===== config.mk =====
export PLATFORM = sky130hd
export DESIGN_NAME = apb_master_bridge
export DESIGN_NICKNAME = d
export VERILOG_FILES = /design/src/rtl/apb_master_bridge.sv
export SDC_FILE = /design/constraint.sdc
export NUM_CORES = 1
export LEC_CHECK = 0
export ABC_AREA = 1
export CAP_MARGIN = 10
export CORE_MARGIN = 2
export CORE_UTILIZATION = 40
export DETAILED_ROUTE_END_ITERATION = 12
export HOLD_SLACK_MARGIN = 0.06
export PLACE_DENSITY = 0.82
export SLEW_MARGIN = 15
export SYNTH_ARGS = -nofsm -noshare
export SYNTH_HDL_FRONTEND = slang
export SYNTH_SLANG_ARGS = --single-unit

===== constraint.sdc =====
create_clock -name clk -period 2.37 [get_ports clk]
set_clock_uncertainty 0.15 [all_clocks]
set_input_delay 0.3555 -clock clk [delete_from_list [all_inputs] [get_ports clk]]
set_output_delay 0.3555 -clock clk [all_outputs]
set_load 0.02 [all_outputs]

===== src/rtl/apb_master_bridge.sv =====
// apb_master_bridge: runs one APB transfer (SETUP, ACCESS with wait states, DONE)
// per command strobe from the UART-side assembler and returns a one-cycle completion pulse.
// Optional feature: define APB_TIMEOUT_EN to abort a transfer once the slave has stalled
// ACCESS for TIMEOUT_CYCLES cycles (response then carries an error and no read data).
module apb_master_bridge #(
    parameter int ADDR_W         = 32,
    parameter int DATA_W         = 32,
    parameter int TIMEOUT_CYCLES = 255
) (
    input  logic              clk,
    input  logic              rst,
    input  logic              valid,
    input  logic [1:0]        pselx_m,
    input  logic              pwrite_m,
    input  logic [DATA_W-1:0] pwdata_m,
    input  logic [ADDR_W-1:0] paddr_m,
    output logic              pready,
    output logic [DATA_W-1:0] rsp_rdata,
    output logic              rsp_rvalid,
    output logic              rsp_err,
    output logic [3:0]        psel,
    output logic              penable,
    output logic              pwrite,
    output logic [ADDR_W-1:0] paddr,
    output logic [DATA_W-1:0] pwdata,
    input  logic [DATA_W-1:0] prdata_s,
    input  logic              pready_s,
    input  logic              pslverr_s
);

    typedef enum logic [1:0] {IDLE, SETUP, ACCESS, DONE} state_e;

    state_e            state_q, state_d;
    logic [1:0]        sel_q, sel_d;
    logic              pwrite_q, pwrite_d;
    logic [ADDR_W-1:0] paddr_q, paddr_d;
    logic [DATA_W-1:0] pwdata_q, pwdata_d;
    logic [DATA_W-1:0] rdata_q, rdata_d;
    logic              err_q, err_d;
    logic              rvalid_q, rvalid_d;

`ifdef APB_TIMEOUT_EN
    localparam int CntW = $clog2(TIMEOUT_CYCLES + 1);
    logic [CntW-1:0] cnt_q, cnt_d;

    // Stall counter: cleared when ACCESS is entered, counts slave wait cycles.
    always_ff @(posedge clk) begin
        if (rst) begin
            cnt_q <= '0;
        end else begin
            cnt_q <= cnt_d;
        end
    end
`else
    // Without the timeout ACCESS waits forever; the limit only needs to be a sane value.
    if (TIMEOUT_CYCLES < 1) begin : g_timeout_cycles_unused
    end
`endif

    // State and command/response registers; reset abandons any transfer in flight.
    always_ff @(posedge clk) begin
        if (rst) begin
            state_q  <= IDLE;
            sel_q    <= '0;
            pwrite_q <= 1'b0;
            paddr_q  <= '0;
            pwdata_q <= '0;
            rdata_q  <= '0;
            err_q    <= 1'b0;
            rvalid_q <= 1'b0;
        end else begin
            state_q  <= state_d;
            sel_q    <= sel_d;
            pwrite_q <= pwrite_d;
            paddr_q  <= paddr_d;
            pwdata_q <= pwdata_d;
            rdata_q  <= rdata_d;
            err_q    <= err_d;
            rvalid_q <= rvalid_d;
        end
    end

    // Next-state logic: latch the command in IDLE, capture the response when ACCESS ends.
    always_comb begin
        state_d  = state_q;
        sel_d    = sel_q;
        pwrite_d = pwrite_q;
        paddr_d  = paddr_q;
        pwdata_d = pwdata_q;
        rdata_d  = rdata_q;
        err_d    = err_q;
        rvalid_d = rvalid_q;
`ifdef APB_TIMEOUT_EN
        cnt_d    = cnt_q;
`endif
        case (state_q)
            IDLE: begin
                if (valid) begin
                    sel_d    = pselx_m;
                    pwrite_d = pwrite_m;
                    paddr_d  = paddr_m;
                    pwdata_d = pwdata_m;
                    state_d  = SETUP;
                end
            end
            SETUP: begin
`ifdef APB_TIMEOUT_EN
                cnt_d   = '0;
`endif
                state_d = ACCESS;
            end
            ACCESS: begin
                if (pready_s) begin
                    err_d    = pslverr_s;
                    rvalid_d = !pwrite_q;
                    if (!pwrite_q) begin
                        rdata_d = prdata_s;
                    end
                    state_d  = DONE;
                end else begin
`ifdef APB_TIMEOUT_EN
                    cnt_d = cnt_q + 1'b1;
                    if (cnt_d == CntW'(TIMEOUT_CYCLES)) begin
                        err_d    = 1'b1;
                        rvalid_d = 1'b0;
                        state_d  = DONE;
                    end
`endif
                end
            end
            DONE: begin
                state_d = IDLE;
            end
            default: begin
                state_d = IDLE;
            end
        endcase
    end

    assign psel       = (state_q == SETUP || state_q == ACCESS) ? (4'b0001 << sel_q) : 4'b0000;
    assign penable    = (state_q == ACCESS);
    assign pwrite     = pwrite_q;
    assign paddr      = paddr_q;
    assign pwdata     = pwdata_q;
    assign pready     = (state_q == DONE);
    assign rsp_rvalid = (state_q == DONE) && rvalid_q;
    assign rsp_err    = (state_q == DONE) && err_q;
    assign rsp_rdata  = rdata_q;

endmodule

=== Yosys cells after proc, flatten, opt, wreduce, memory -nomap -nowiden ===
Cells that the tools add are included.

* Word-level logic and storage cells: 28
* Flip-flop bits (word level): 103
* Input bits: 104

* Mux-type cells: 4
* Reductions and logical operators: 9
* Bitwise operators: 1
* Equal/unequal tests: 5
* Shift operators: 1

{| class="wikitable"
|+ Operators by type and width
! kind !! count
|-
| one-hot mux 2 bit (4 select lines) || 1
|-
| AND reduction 2 bit || 3
|-
| equality test 2 bit, second input constant || 2
|-
| two-way mux 2 bit || 2
|-
| two-way mux 4 bit || 1
|-
| left shift 1 x 2 -> 4 bit, first input constant || 1
|-
| AND reduction 3 bit || 1
|-
| equality test 2 x 1 -> 1 bit, second input constant || 1
|-
| logical AND 1 bit || 2
|-
| logical NOT 2 bit || 1
|-
| != test 2 x 1 -> 1 bit, second input constant || 1
|-
| != test 2 bit, second input constant || 1
|-
| logical NOT 1 bit || 1
|-
| logical OR 1 bit || 1
|-
| NOT 1 bit || 1
|}

=== Logic depth before layout (Yosys ltp) ===
* Depth after elaboration: 3
* Depth in mapped cells: 8
* Mapped depth without buffers: 6

=== Worst setup path after synthesis ===
No wires, ideal clock.

* Path type: flip-flop to output port
* Start point: reg state_q[1]
* End point: out psel[1]
* Buffers on the path: 0
* Required time: 1.864 ns
* Data arrival time: 1.256 ns
* Stages on the path, launching flop included: 5
* Path slack: 0.608 ns
* Cell sequence: dfxtp_1 -> inv_1 -> ha_1 -> inv_1 -> nor3_1

* Cells in the longest elaborated chain, start to end: 3
* Elaborated cells between the ends (all ways): 4

{| class="wikitable"
|+ Ends and longest elaborated chain
! element !! line !! RTL
|-
| start: declaration || 33 || <nowiki>state_e state_q, state_d;</nowiki>
|-
| start signal: assignment || 72 || <nowiki>state_q <= state_d;</nowiki>
|-
| equality test 2 x 1 -> 1 bit / equality test 2 bit (equally long branches) || 140 || <nowiki>assign psel = (state_q == SETUP || state_q == ACCESS) ? (4'b0001 << sel_q) : 4'b0000;</nowiki>
|-
| logical OR 1 bit * || 140 ||
|-
| two-way mux 4 bit * || 140 ||
|-
| end: declaration || 21 || <nowiki>output logic [3:0] psel,</nowiki>
|}

Every way passes the cells marked *; elsewhere a longest branch is shown, timed or not.

=== Worst setup path after layout ===
Same ends and word-level chain as after synthesis.

==> out/metrics.csv <==
stage;metric;value;unit
grt;pin count of the biggest net entering global routing;59;
cells_and_area;register area;0.00206;mm2
synth;register area share after synthesis;52.8;%
critical_path;crit end category;output port;
clocking;Clock Tree Root;clkbuf_8;
synth;Avg Inst Size Synth;7.32;um2
grt;GRT overflow;0;
pwr;Internal;0.00388;W
route;WL final;10800;um
floorplanning;Die Span Y;103;um
cells_and_area;Layout fillers;842;
timing;Fin. Hold Viols;0;
grt;GR Util met2;35.2;%
critical_path;Max FO, Critical Path;5;
timing;max-slew violations;0;
grt;grt met3 use;6.64;%
synth;Mapped Area;0.00391;mm2
synth;largest family of logic cells by synthesized area;simple AND/OR/NAND/NOR gates;
place;Area after DPL;0.00603;mm2
cells_and_area;layout cells sized above 1;3.68;%
critical_path;Worst Setup SP;state_q[1]$_SDFFE_PP0P_;
pwr;P per Cell Area;1000;mW/mm2
grt;vias in the first global route;3505;
floorplanning;Ports;209;
min_path;Worst Hold Class;reg -> reg;
cells_and_area;synthesis-to-layout area growth;58.8;%
status;status;completed;
pwr;Net Sw Frac;37.9;%
clocking;TritonCTS Buffers;9;
synth;most common library cells after synthesis;nor2_1, dfxtp_1, nand2_1, o21ai_0, inv_1;
place;Inst Count DP;851;
synth;top-area cell type share of the netlist area;52.8;%
timing;RSZ-0062 raised after global routing;false;
place;GP Congestion;0.800;
floorplanning;cell row count;36;
synth;#FFs+latches synth;103;
pwr;Final Power;0.00624;W
cells_and_area;non-filler cells, final;867;
clocking;CTS tree;yes;
cells_and_area;fin nets;838;
clocking;Clk Latency, worst-skew pair;340;ps
grt;grt peak-use layer;met2;
cells_and_area;final instance area;0.00621;mm2
clocking;H-tree levels;3;
cells_and_area;Ant. Diodes;0;
run;maxcap violations;0;
clocking;Longest Clk Path Bufs;2;
route;DRT antenna net count;0;
synth;Main synth FF type;dfxtp_1;
synth;adder-cell area share of the yosys netlist;1.60;%
timing;Setup violations, final;0;
synth;YS warnings;0;
synth;Synth Area in Compound Gates;9.48;%
synth;count leader, synth;nor2_1;
min_path;Hold Path Origin;err_q$_SDFFE_PP0P_;
pwr;Net Switching;0.00236;W
route;via/cell ratio;4.46;
critical_path;most used cell, CP;inv_1;
route;DR DRC count;0;
synth;Yosys cell types;15;
clocking;clock slew at reported path FFs;90;ps
timing;Tmin final;2260;ps
floorplanning;DIE AREA;0.0106;mm2
pwr;peak supply drop;0.475;mV
synth;Mapped Cells;534;
place;DP HPWL;8120;um
cells_and_area;footprint of the multi-input gates;0.00149;mm2
critical_path;Worst R2R Start;state_q[0]$_SDFFE_PP0P_;
synth;Simple-Gate Fraction of Synth Area;26.9;%
timing;Highest Clock Rate;0.442;GHz
timing;Least-Margin Pin Slew;472;ps
critical_path;Worst Path Required;1860;ps
pwr;Combinational Power Share;44.9;%
critical_path;Crit Path Category;reg -> out;
route;via count;3871;
synth;syn_nets;643;
pwr;Leak;2.67;nW
grt;initial antenna violation count;0;
floorplanning;Die Wd;103;um
synth;Synth area leaders;dfxtp_1, nor2_1, o21ai_0;
place;PortBufs;208;
timing;Setup TNS;0;ps
synth;XOR/XNOR Fraction of Synth Area;0;%
critical_path;worst reg2reg endpoint;rsp_rdata[7]$_SDFFE_PP0P_;
pwr;clock share of power;16.4;%
grt;first-pass GRT wire length;16400;um
route;router iterations before antenna repair;6;
floorplanning;Initial Utilization;40.6;%
pwr;sequential share of power;38.7;%
grt;met1 GRT Util;22.1;%
critical_path;Setup crit end;psel[1];
route;wire per inst;12.4;um
route;Iter 0 DRT Violations;88;
critical_path;Reg2Reg Setup Slack;620;ps
synth;Async SR Flop Fraction;0;%
timing;Slew HR;68.6;%
critical_path;CP arrival;1760;ps
critical_path;CP cell instances;inv_1, ha_1, inv_1, nor3_1, dlygate4sd1_1;
grt;GRT Overall Usage;19.6;%
critical_path;nature of the critical path startpoint;flop;
synth;number of synthesized flops with an enable pin;0;
cells_and_area;Util after Layout;64.4;%
clocking;clk sinks;103;
synth;mux cell area share after synthesis;0;%
critical_path;worst-case reg-to-reg path depth;7;
floorplanning;placeable core region;0.00964;mm2
critical_path;slowest cell on the critical path;dfxtp_1;
critical_path;Worst path max stage delay;420;ps
synth;largest area contributor in the netlist;dfxtp_1;
timing;final worst-path cycle share;95.4;%
==> per-layer routing <==
layer	vias up	wire length, um
met4	0	127
met2	140	5320
met3	12	1040
met5	-	0
met1	1706	4290
li1	2013	-
==> power by group through the flow <==
stage / Sequential, W / Combinational, W / Clock [W]
2_1_floorplan: 0.00295 / 0.00107 / 0
3_3_place_gp: 0.00243 / 0.00276 / 0
3_5_place_dp: 0.00246 / 0.00283 / 0
4_1_cts: 0.00242 / 0.00283 / 0.00106
5_1_grt: 0.00247 / 0.00306 / 0.00113
6_report: 0.00242 / 0.00280 / 0.00102
==> state kept, by name, summed over array words and instances (netlist names) <==
register / cells
paddr: 32
state_q: 2
rsp_rdata: 32
pwdata: 32
err_q: 1
rvalid_q: 1
sel_q: 2
pwrite: 1
==> worst max-delay path: cells and delay by family (launching register included) <==
| kind | cells | cell delay (ps) |
|---|---|---|
| flip-flops | 1 | 420 |
| buffers and inverters | 3 | 530 |
| adder cells (fa/ha/maj) | 1 | 290 |
| AND/OR/NAND/NOR | 1 | 170 |
==> placed cells by master, fill, tap and decap left out, drive strengths merged, types with 3 or more instances in the layout <==
cell	n
dfxtp	103
a21oi	7
nor3	4
inv	44
clkinv	3
clkdlybuf4s50	204
nand2	74
nor2	195
o21ai	67
ha	5
buf	7
clkbuf	13
nand3	4
==> worst min-delay path by stage <==
stage | endpoint | slack (ps) | cells after the start
after floorplan | err_q$_SDFFE_PP0P_ | 270 | 1
after global placement | err_q$_SDFFE_PP0P_ | 300 | 2
after detailed placement | err_q$_SDFFE_PP0P_ | 320 | 2
after CTS | err_q$_SDFFE_PP0P_ | 330 | 2
after global routing | err_q$_SDFFE_PP0P_ | 340 | 2
final | err_q$_SDFFE_PP0P_ | 330 | 2
==> per-stage QoR <==
step | hold WS, ps | setup slack (ps)
after floorplan | 275 | 609
after CTS | 330 | 72.1
after detailed placement | 316 | 191
final | 328 | 108
after global placement | 301 | 239
after global routing | 338 | 3.71
==> cell families after synthesis <==
family / Yosys count
AND/OR/NAND/NOR: 277
flip-flops: 103
buffers and inverters: 75
AO/OA/AOI/OAI: 74
adder cells (fa/ha/maj): 5
==> layout make-up <==
class,instances,share of cell area (%)
clock buffer,12,2.50
tap,133,2.68
timing repair buffer,215,34.5
clock inverter,4,0.484
inverter,44,2.66
multi-input combinational,356,24.0
sequential,103,33.2
==> what timing repair did <==
action                     CTS  global route
buffers inserted             0             0
setup endpoints to repair    4             3
cloned                       0             0
hold buffers                 0             0
resized for setup            4             6
pin swaps                    0             0
No activity file was read; power rests on OpenSTA's default activity.
